File: config.mk
export PLATFORM = sky130hd
export DESIGN_NAME = seq_table_fsm
export DESIGN_NICKNAME = d
export VERILOG_FILES = /design/src/rtl/seq_table_fsm.sv
export SDC_FILE = /design/constraint.sdc
export NUM_CORES = 1
export LEC_CHECK = 0
export ABC_AREA = 1
export BUFFER_PORTS_ARGS = -buffer_cell sky130_fd_sc_hd__buf_4
export CAP_MARGIN = 15
export CORE_MARGIN = 2
export CORE_UTILIZATION = 40
export CTS_CLUSTER_SIZE = 12
export DETAILED_ROUTE_END_ITERATION = 10
export REMOVE_ABC_BUFFERS = 1
export SLEW_MARGIN = 40
export SYNTH_ARGS = -nofsm -noshare
export SYNTH_HDL_FRONTEND = slang
export SYNTH_SLANG_ARGS = --single-unit
File: constraint.sdc
create_clock -name clk_i -period 1.8 [get_ports clk_i]
set_input_delay 0.09 -clock clk_i [delete_from_list [all_inputs] [get_ports clk_i]]
set_output_delay 0.09 -clock clk_i [all_outputs]
set_load 0.05 [all_outputs]
File: src/rtl/seq_table_fsm.sv
// ---------------------------------------------------------------------------
// seq_table_fsm
//
// Programmable sequence generator. Instead of walking a hard-coded state
// order, it steps an index through a writable table of WIDTH-bit codes and
// presents table[index] every cycle. Length, direction, enable/pause,
// free-run versus one-shot operation and start/stop control are all
// available at run time.
//
// Ports:
//   clk_i      system clock, all state changes on the rising edge
//   rst_ni     asynchronous active-low reset (restores the identity table)
//   start_i    pulse: begin a run from IDLE, or restart while running
//   stop_i     pulse: abort a run and return to IDLE
//   en_i       step enable while running; 0 holds the current index
//   dir_i      0 = ascending index, 1 = descending index
//   mode_i     0 = free-run (wrap forever), 1 = one-shot; sampled at start
//   len_i      active entries; 0 or > DEPTH means DEPTH; sampled at start
//   wr_en_i    table write strobe
//   wr_addr_i  table write address
//   wr_data_i  table write data
//   seq_out_o  code at the current index (combinational table read)
//   seq_idx_o  current index
//   busy_o     high while running
//   wrap_o     registered one-cycle pulse on each free-run wrap
//   done_o     registered one-cycle pulse on one-shot completion
// ---------------------------------------------------------------------------
module seq_table_fsm #(
  parameter  int WIDTH = 3,
  parameter  int DEPTH = 8,
  localparam int IDX_W = (DEPTH > 1) ? $clog2(DEPTH) : 1
) (
  input  logic             clk_i,
  input  logic             rst_ni,
  input  logic             start_i,
  input  logic             stop_i,
  input  logic             en_i,
  input  logic             dir_i,
  input  logic             mode_i,
  input  logic [IDX_W:0]   len_i,
  input  logic             wr_en_i,
  input  logic [IDX_W-1:0] wr_addr_i,
  input  logic [WIDTH-1:0] wr_data_i,
  output logic [WIDTH-1:0] seq_out_o,
  output logic [IDX_W-1:0] seq_idx_o,
  output logic             busy_o,
  output logic             wrap_o,
  output logic             done_o
);

  localparam int LEN_W = IDX_W + 1;

  typedef enum logic {
    IDLE = 1'b0,
    RUN  = 1'b1
  } state_e;

  state_e           state_q, state_d;
  logic [IDX_W-1:0] idx_q, idx_d;
  logic [LEN_W-1:0] len_q, len_d;
  logic             mode_q, mode_d;
  logic             wrap_q, wrap_d;
  logic             done_q, done_d;

  logic [WIDTH-1:0] table_q [DEPTH];

  logic [LEN_W-1:0] len_start;
  logic [IDX_W-1:0] last_idx;
  logic             terminal;
  logic             wr_hit;

  // A length of zero, or one larger than the table, selects the full table.
  assign len_start = ((len_i == '0) || (len_i > LEN_W'(DEPTH))) ? LEN_W'(DEPTH) : len_i;

  // Terminal test uses the live direction, so a mid-run direction change
  // decides both where the next step goes and whether it wraps/finishes.
  assign last_idx = IDX_W'(len_q - LEN_W'(1));
  assign terminal = dir_i ? (idx_q == '0) : (idx_q == last_idx);

  assign wr_hit = wr_en_i && ({1'b0, wr_addr_i} < LEN_W'(DEPTH));

  // Code table. Reset restores the identity pattern; writes are accepted in
  // any state and appear on seq_out_o the cycle after the write edge.
  always_ff @(posedge clk_i or negedge rst_ni) begin
    if (!rst_ni) begin
      for (int i = 0; i < DEPTH; i++) begin
        table_q[i] <= WIDTH'(i);
      end
    end else if (wr_hit) begin
      table_q[wr_addr_i] <= wr_data_i;
    end
  end

  // Controller state register, including the pulse outputs so that wrap and
  // done are glitch-free and appear the cycle after the step that caused them.
  always_ff @(posedge clk_i or negedge rst_ni) begin
    if (!rst_ni) begin
      state_q <= IDLE;
      idx_q   <= '0;
      len_q   <= LEN_W'(DEPTH);
      mode_q  <= 1'b0;
      wrap_q  <= 1'b0;
      done_q  <= 1'b0;
    end else begin
      state_q <= state_d;
      idx_q   <= idx_d;
      len_q   <= len_d;
      mode_q  <= mode_d;
      wrap_q  <= wrap_d;
      done_q  <= done_d;
    end
  end

  // Next-state logic. Priority is stop, then start, then stepping. A stop
  // while idle is ignored, so start and stop together leave an idle
  // sequencer idle. Wrapping is done against the programmed length, not the
  // natural rollover of the index register.
  always_comb begin
    state_d = state_q;
    idx_d   = idx_q;
    len_d   = len_q;
    mode_d  = mode_q;
    wrap_d  = 1'b0;
    done_d  = 1'b0;

    if (stop_i) begin
      state_d = IDLE;
    end else if (start_i) begin
      state_d = RUN;
      len_d   = len_start;
      mode_d  = mode_i;
      idx_d   = dir_i ? IDX_W'(len_start - LEN_W'(1)) : '0;
    end else if ((state_q == RUN) && en_i) begin
      if (terminal) begin
        if (mode_q) begin
          state_d = IDLE;
          done_d  = 1'b1;
        end else begin
          idx_d  = dir_i ? last_idx : '0;
          wrap_d = 1'b1;
        end
      end else if (dir_i) begin
        idx_d = idx_q - IDX_W'(1);
      end else begin
        idx_d = idx_q + IDX_W'(1);
      end
    end
  end

  assign seq_out_o = table_q[idx_q];
  assign seq_idx_o = idx_q;
  assign busy_o    = (state_q == RUN);
  assign wrap_o    = wrap_q;
  assign done_o    = done_q;

endmodule

==> flow_metrics.env, run 1 <==
export IMPL_vias_per_cell=4.99
export IMPL_critPathArrivalTime_ps=1710
export IMPL_cts_max_level=2
export IMPL_routed_wl_um=4360
export IMPL_start_kind="register"
export IMPL_yosysTopAreaCellShare_pct=30.2
export IMPL_critPathMaxFanout=6
export IMPL_async_reset_ff_share_pct=100
export IMPL_hold_depth=3
export IMPL_fmax_ghz=0.557
export IMPL_wl_per_cell_um=13.0
export IMPL_synthTopCellsByArea="dfrtp_1 30%, dfstp_2 17%, nand2_1 15%, o21ai_0 10%, nor2_1 4.9%"
export IMPL_synth_warnings=0
export IMPL_worst_setup_path_type="register to primary output"
export IMPL_syn_area_um2=1820
export IMPL_io_pins=27
export IMPL_clock_latency_ps=290
export IMPL_avgSynthCellArea_um2=7.68
export IMPL_fin_ws_ps=3.66
export IMPL_r2r_start="len_q[0]"
export IMPL_clkPwrFrac_pct=20.0
export IMPL_initial_core_util_pct=41.5
export IMPL_antenna_found_initial=0
export IMPL_synth_seq_cells=34
export IMPL_sequentialPowerShare_pct=35.4
export IMPL_cts_tree="yes"
export IMPL_core_um2=4380
export IMPL_die_w_um=71.5
export IMPL_holdWs_ps=19.0
export IMPL_power_switching_mw=1.19
export IMPL_clk_pin_slew_worst_paths_ps=70
export IMPL_slew_viol_final=0
export IMPL_slew_headroom_pct=70.4
export IMPL_seq_area_frac_synth_pct=47.6
export IMPL_powerDensity_nw_per_um2=1270
export IMPL_grt_pass1_vias=1565
export IMPL_hpwl_um=3090
export IMPL_fin_crit_ps=1800
export IMPL_num_fill_cells=440
export IMPL_p_leak_nw=1.15
export IMPL_rsz0062_at_grt="yes"
export IMPL_routabilityCongestion=0.777
export IMPL_cp_end_kind="primary output"
export IMPL_route_vias_total=1678
export IMPL_fin_cells=336
export IMPL_synth_cell_types=26
export IMPL_finalPower_mw=2.95
export IMPL_synth_top_area_cell="dfrtp_1"
export IMPL_vdd_drop_max_v=0.000563
export IMPL_cts_root_buf="clkbuf_8"
export IMPL_pwr_share_comb_pct=44.6
export IMPL_grt_remaining_overflow=0
export IMPL_crit_start="seq_idx_o[0]"
export IMPL_num_antenna_cells=0
export IMPL_synth_cells=237
export IMPL_dr_pass1_iters=4
export IMPL_dp_slack_ps=170
export IMPL_synth_ff_type="dfrtp_1"
export IMPL_intPower_mw=1.76
export IMPL_synth_top_cells_by_count="71 x nand2_1, 38 x o21ai_0, 24 x nor2_1"
export IMPL_fin_worst_skew_ps=5.89
export IMPL_swShare_pct=40.3
export IMPL_drc=0
export IMPL_syn2layout_area_growth_pct=27.9
export IMPL_hp_class="input port to register"
export IMPL_io_buffers=26
export IMPL_hold_viol=0
export IMPL_dp_cells=317
export IMPL_worst_pin_slew_ps=443
export IMPL_finalCritPeriodShare_pct=99.8
export IMPL_maxCapViolCount=0
export IMPL_grt_max_degree=35
export IMPL_cts_made_buffers=5
export IMPL_grt_use_total_pct=18.5
export IMPL_final_nets=304
export IMPL_run_status="complete, no violations"
export IMPL_num_rows=24
export IMPL_hold_start="wr_data_i[1]"
export IMPL_cts_buffer_depth=2
export IMPL_grt_pass1_wl_um=7310
export IMPL_cp_data_required_time_ps=1710
export IMPL_setup_viol=0
export IMPL_rr_worst_depth=11
export IMPL_fp_dieH_um=71.5
export IMPL_final_antenna_net_count=0
export IMPL_drive_gt1_share_pct=26.8
export IMPL_drt_first_iter_violations=103
export IMPL_die_area_um2=5110
export IMPL_cts_sinks=34
export IMPL_synth_edff_count=0
export IMPL_synth_most_common_cell="nand2_1"
==> layout make-up <==
type                       instances  area [um2]  share of cell area (%)
clock buffer                       6        82.6                    3.55
clock inverter                     2        12.5                   0.537
inverter                          24        90.1                    3.87
multi-input combinational        175         871                    37.4
sequential                        34         867                    37.2
tap                               52        65.1                    2.79
timing repair buffer              43         340                    14.6
==> cell families after synthesis <==
group                      after synthesis  share of synthesized area [%]
and+or+nand+nor                        119                           27.3
xor gates and xnor gates                 4                           1.92
buffers and inverters                   28                           5.98
DFF                                     34                           47.6
AOI/OAI and AO/OA                       49                           14.8
adders and majority gates                3                           2.47
==> power groups by stage <==
stage | Sequential (mW) | Combinational, mW | Clock [mW]
global placement | 1.05 | 1.16 | 0
finish | 1.04 | 1.32 | 0.590
global route | 1.06 | 1.45 | 0.653
detailed placement | 1.05 | 1.17 | 0
floorplan | 1.14 | 0.683 | 0
CTS | 1.04 | 1.17 | 0.615
==> critical path, cell delays in order (launching register included) <==
cell and delay [ps]:
dfrtp_1 420, inv_2 130, buf_6 140, buf_6 130, nor2_4 30, o22ai_2 150, nand2_1 80, o211ai_1 100
buf_4 230
==> metrics by stage <==
step / setup TNS (ps) / utilization, % / area, um2
2_1_floorplan: -1220 / - / 1800
3_3_place_gp: 0 / 48.1 / 2110
3_5_place_dp: 0 / 48.1 / 2110
4_1_cts: 0 / 50.5 / 2210
5_1_grt: -113 / 53.1 / 2330
6_report: 0 / 53.1 / 2330
==> registers in the layout (all words and copies together), names as in the netlist <==
signal and flops:
busy_o 1, wrap_o 1, seq_idx_o 3, table_q 24, mode_q 1, len_q 3, done_o 1
==> per-layer routing <==
metal	global-route usage [%]	vias up	part of all wire, %
li1	-	857	-
met1	24.3	788	47
met3	4.64	5	4.1
met2	30.5	28	48
met5	0	-	0
met4	5.66	0	1.1
==> placed cells by master, fill, tap and decap left out, drive strengths merged <==
| master | netlist | routed |
|---|---|---|
| inv | 24 | 24 |
| nand3b | 1 | 1 |
| dfrtp | 22 | 22 |
| a21oi | 4 | 4 |
| ha | 2 | 2 |
| a31oi | 1 | 1 |
| dfstp | 12 | 12 |
| o211ai | 3 | 3 |
| buf | 3 | 42 |
| xor2 | 2 | 2 |
| fa | 1 | 1 |
| xnor2 | 2 | 2 |
| o22ai | 3 | 3 |
| nand2 | 74 | 74 |
| o21ai | 38 | 38 |
| clkbuf | 1 | 6 |
| clkinv | 0 | 1 |
| or2 | 1 | 1 |
| clkinvlp | 0 | 1 |
| nor2 | 26 | 26 |
| dlygate4sd3 | 0 | 1 |
| nor3 | 5 | 5 |
| nand3 | 12 | 12 |
==> path summary, 6_finish.rpt <==
check | to | slack (ps)
max | seq_out_o[0] | 4
min | table_q[1] | 20
max reg2reg | seq_idx_o[1] | 140
min in group asynchronous | len_q[2] | 290
min reg2reg | table_q[22] | 490
max in group asynchronous | table_q[13] | 1160
==> repair_timing <==
item / CTS / global route
setup endpoints to repair: 0 / 4
buffers inserted: 0 / 10
resized for setup: 0 / 15
hold buffers: 1 / 0
endpoints found under the hold margin: 22 / 0
No activity file was read; power rests on OpenSTA's default activity.
==> run 2, diff against run 1 <==
--- a/config.mk
+++ b/config.mk
@@ -8,11 +8,15 @@
 export ABC_AREA = 1
 export BUFFER_PORTS_ARGS = -buffer_cell sky130_fd_sc_hd__buf_4
 export CAP_MARGIN = 15
+export CELL_PAD_IN_SITES_DETAIL_PLACEMENT = 1
+export CELL_PAD_IN_SITES_GLOBAL_PLACEMENT = 2
 export CORE_MARGIN = 2
-export CORE_UTILIZATION = 40
+export CORE_UTILIZATION = 32
 export CTS_CLUSTER_SIZE = 12
 export DETAILED_ROUTE_END_ITERATION = 10
+export PLACE_DENSITY_LB_ADDON = 0.1
 export REMOVE_ABC_BUFFERS = 1
+export SKIP_CTS_REPAIR_TIMING = 1
 export SLEW_MARGIN = 40
 export SYNTH_ARGS = -nofsm -noshare
 export SYNTH_HDL_FRONTEND = slang
==> run 2 against run 1 <==
Compared with the run above: total power up 7.6%; design area grew 2.4%; sequential share of layout area shrank 0.83 points; sequential power is essentially flat; clock-buffer cell count is 1 lower; first-iteration DRC count is 4.9% lower; fmax is 1.8% higher; routed wire length up 21%; critical path type unchanged; die area up 24%; clock skew down 2.9 ps; via count grew 3.0%.
==> flow_metrics.env, run 2 (synthesis results as in run 1) <==
export IMPL_final_cell_mix="71 x nand2_1, 38 x buf_4, 36 x o21ai_0"
export IMPL_vdd_drop_max_v=0.000668
export IMPL_hold_viol=0
export IMPL_hpwl_um=3720
export IMPL_routed_wl_um=5270
export IMPL_fin_cells=355
export IMPL_final_common_cell="nand2_1"
export IMPL_final_nets=303
export IMPL_worst_setup_path_type="register to primary output"
export IMPL_regMostFlops="table_q"
export IMPL_rsz0062_at_grt="yes"
export IMPL_core_um2=5510
export IMPL_cts_buffer_depth=2
export IMPL_routabilityCongestion=0.769
export IMPL_die_w_um=79.4
export IMPL_worst_pin_slew_ps=647
export IMPL_num_antenna_cells=0
export IMPL_dr_pass1_iters=4
export IMPL_hold_start="wr_data_i[1]"
export IMPL_grt_max_degree=35
export IMPL_grt_use_total_pct=17.3
export IMPL_fp_dieH_um=79.4
export IMPL_slew_viol_final=0
export IMPL_p_leak_nw=1.15
export IMPL_final_antenna_net_count=0
export IMPL_die_area_um2=6310
export IMPL_rr_worst_depth=10
export IMPL_clk_pin_slew_worst_paths_ps=80
export IMPL_initial_core_util_pct=33.1
export IMPL_largest_reg_flops=24
export IMPL_dp_cells=336
export IMPL_cp_data_required_time_ps=1710
export IMPL_num_rows=27
export IMPL_drive_gt1_share_pct=27.6
export IMPL_syn2layout_area_growth_pct=31.0
export IMPL_fin_ws_ps=36.1
export IMPL_cts_made_buffers=5
export IMPL_r2r_slack_ps=110
export IMPL_r2r_start="seq_idx_o[0]"
export IMPL_cts_root_buf="clkbuf_8"
export IMPL_drt_first_iter_violations=98
export IMPL_maxCapViolCount=0
export IMPL_drc=0
export IMPL_fmax_ghz=0.567
export IMPL_setup_viol=0
export IMPL_slew_headroom_pct=56.5
export IMPL_antenna_found_initial=0
export IMPL_regToRegEndpoint="seq_idx_o[2]"
export IMPL_grt_pass1_wl_um=8300
export IMPL_io_buffers=26
export IMPL_critPathMaxFanout=8
export IMPL_run_status="complete, no violations"
export IMPL_cts_sinks=34
export IMPL_finalCritPeriodShare_pct=98.0
export IMPL_min_to="table_q[1]"
export IMPL_cts_max_level=2
export IMPL_cts_tree="yes"
export IMPL_grt_pass1_vias=1700
export IMPL_powerDensity_nw_per_um2=1330
export IMPL_hp_class="input port to register"
export IMPL_route_vias_total=1729
export IMPL_clock_latency_ps=290
export IMPL_num_fill_cells=690
export IMPL_start_kind="register"
export IMPL_critPathArrivalTime_ps=1670
export IMPL_io_pins=27
export IMPL_cp_end_kind="primary output"
export IMPL_fin_crit_ps=1760
export IMPL_dp_slack_ps=101
export IMPL_wl_per_cell_um=14.8
export IMPL_hold_depth=3
export IMPL_grt_remaining_overflow=0
export IMPL_vias_per_cell=4.87
export IMPL_fin_worst_skew_ps=2.94
## run 2: power breakdown
| part | total [mW] | switching, mW | internal, mW | leakage [nW] |
|---|---|---|---|---|
| Sequential | 1.04 | 0.101 | 0.942 | 0.404 |
| Combinational | 1.41 | 0.859 | 0.549 | 0.698 |
| Clock | 0.726 | 0.314 | 0.412 | 0.0504 |
| Total | 3.18 | 1.27 | 1.90 | 1.15 |
## run 2: metal layers
metal	global-route usage [%]	up-vias	wire, um
li1	-	855	-
met1	24.7	846	2660
met2	26.1	22	2420
met3	4.19	6	128
met4	5.17	0	55
met5	0	-	0
## run 2: cell type report
type,instances,area (um2),share of cell area [%]
Multi-Input combinational cell,175,886,37.1
Timing Repair Buffer,42,337,14.1
Clock buffer,5,68.8,2.89
Sequential cell,34,868,36.4
Clock inverter,3,45.0,1.89
Inverter,24,90.1,3.78
Tap cell,72,90.1,3.78
## run 2: how the worst max path moves through the flow
stage / startpoint / to / cells past startpoint / slack, ps
6_report: seq_idx_o[0] / seq_out_o[2] / 7 / 40
3_5_place_dp: len_q[0] / seq_idx_o[2] / 11 / 100
2_1_floorplan: seq_idx_o[0] / seq_out_o[1] / 4 / -350
5_1_grt: seq_idx_o[0] / seq_out_o[2] / 7 / -50
3_3_place_gp: len_q[0] / seq_idx_o[2] / 11 / 190
4_1_cts: seq_idx_o[0] / seq_out_o[2] / 7 / -120
## run 2: critical path, cell delays in order (launching register included)
cell and delay, ps:
dfrtp_1 410, inv_2 110, buf_8 140, o21ai_0 90, o22ai_2 170, nand2_1 100
o211ai_1 120, buf_4 240
## run 2: per-stage QoR
stage               hold WS [ps]  utilization [%]  cell area (um2)  power, mW  setup TNS, ps
floorplan                   -206                -             1800       1.82          -1220
global route                32.0             43.3             2380       3.39          -87.7
global placement            79.9             38.6             2120       2.24              0
detailed placement          79.1             38.6             2120       2.25              0
CTS                         -245             40.6             2240       2.99           -168
finish                      13.0             43.3             2380       3.18              0
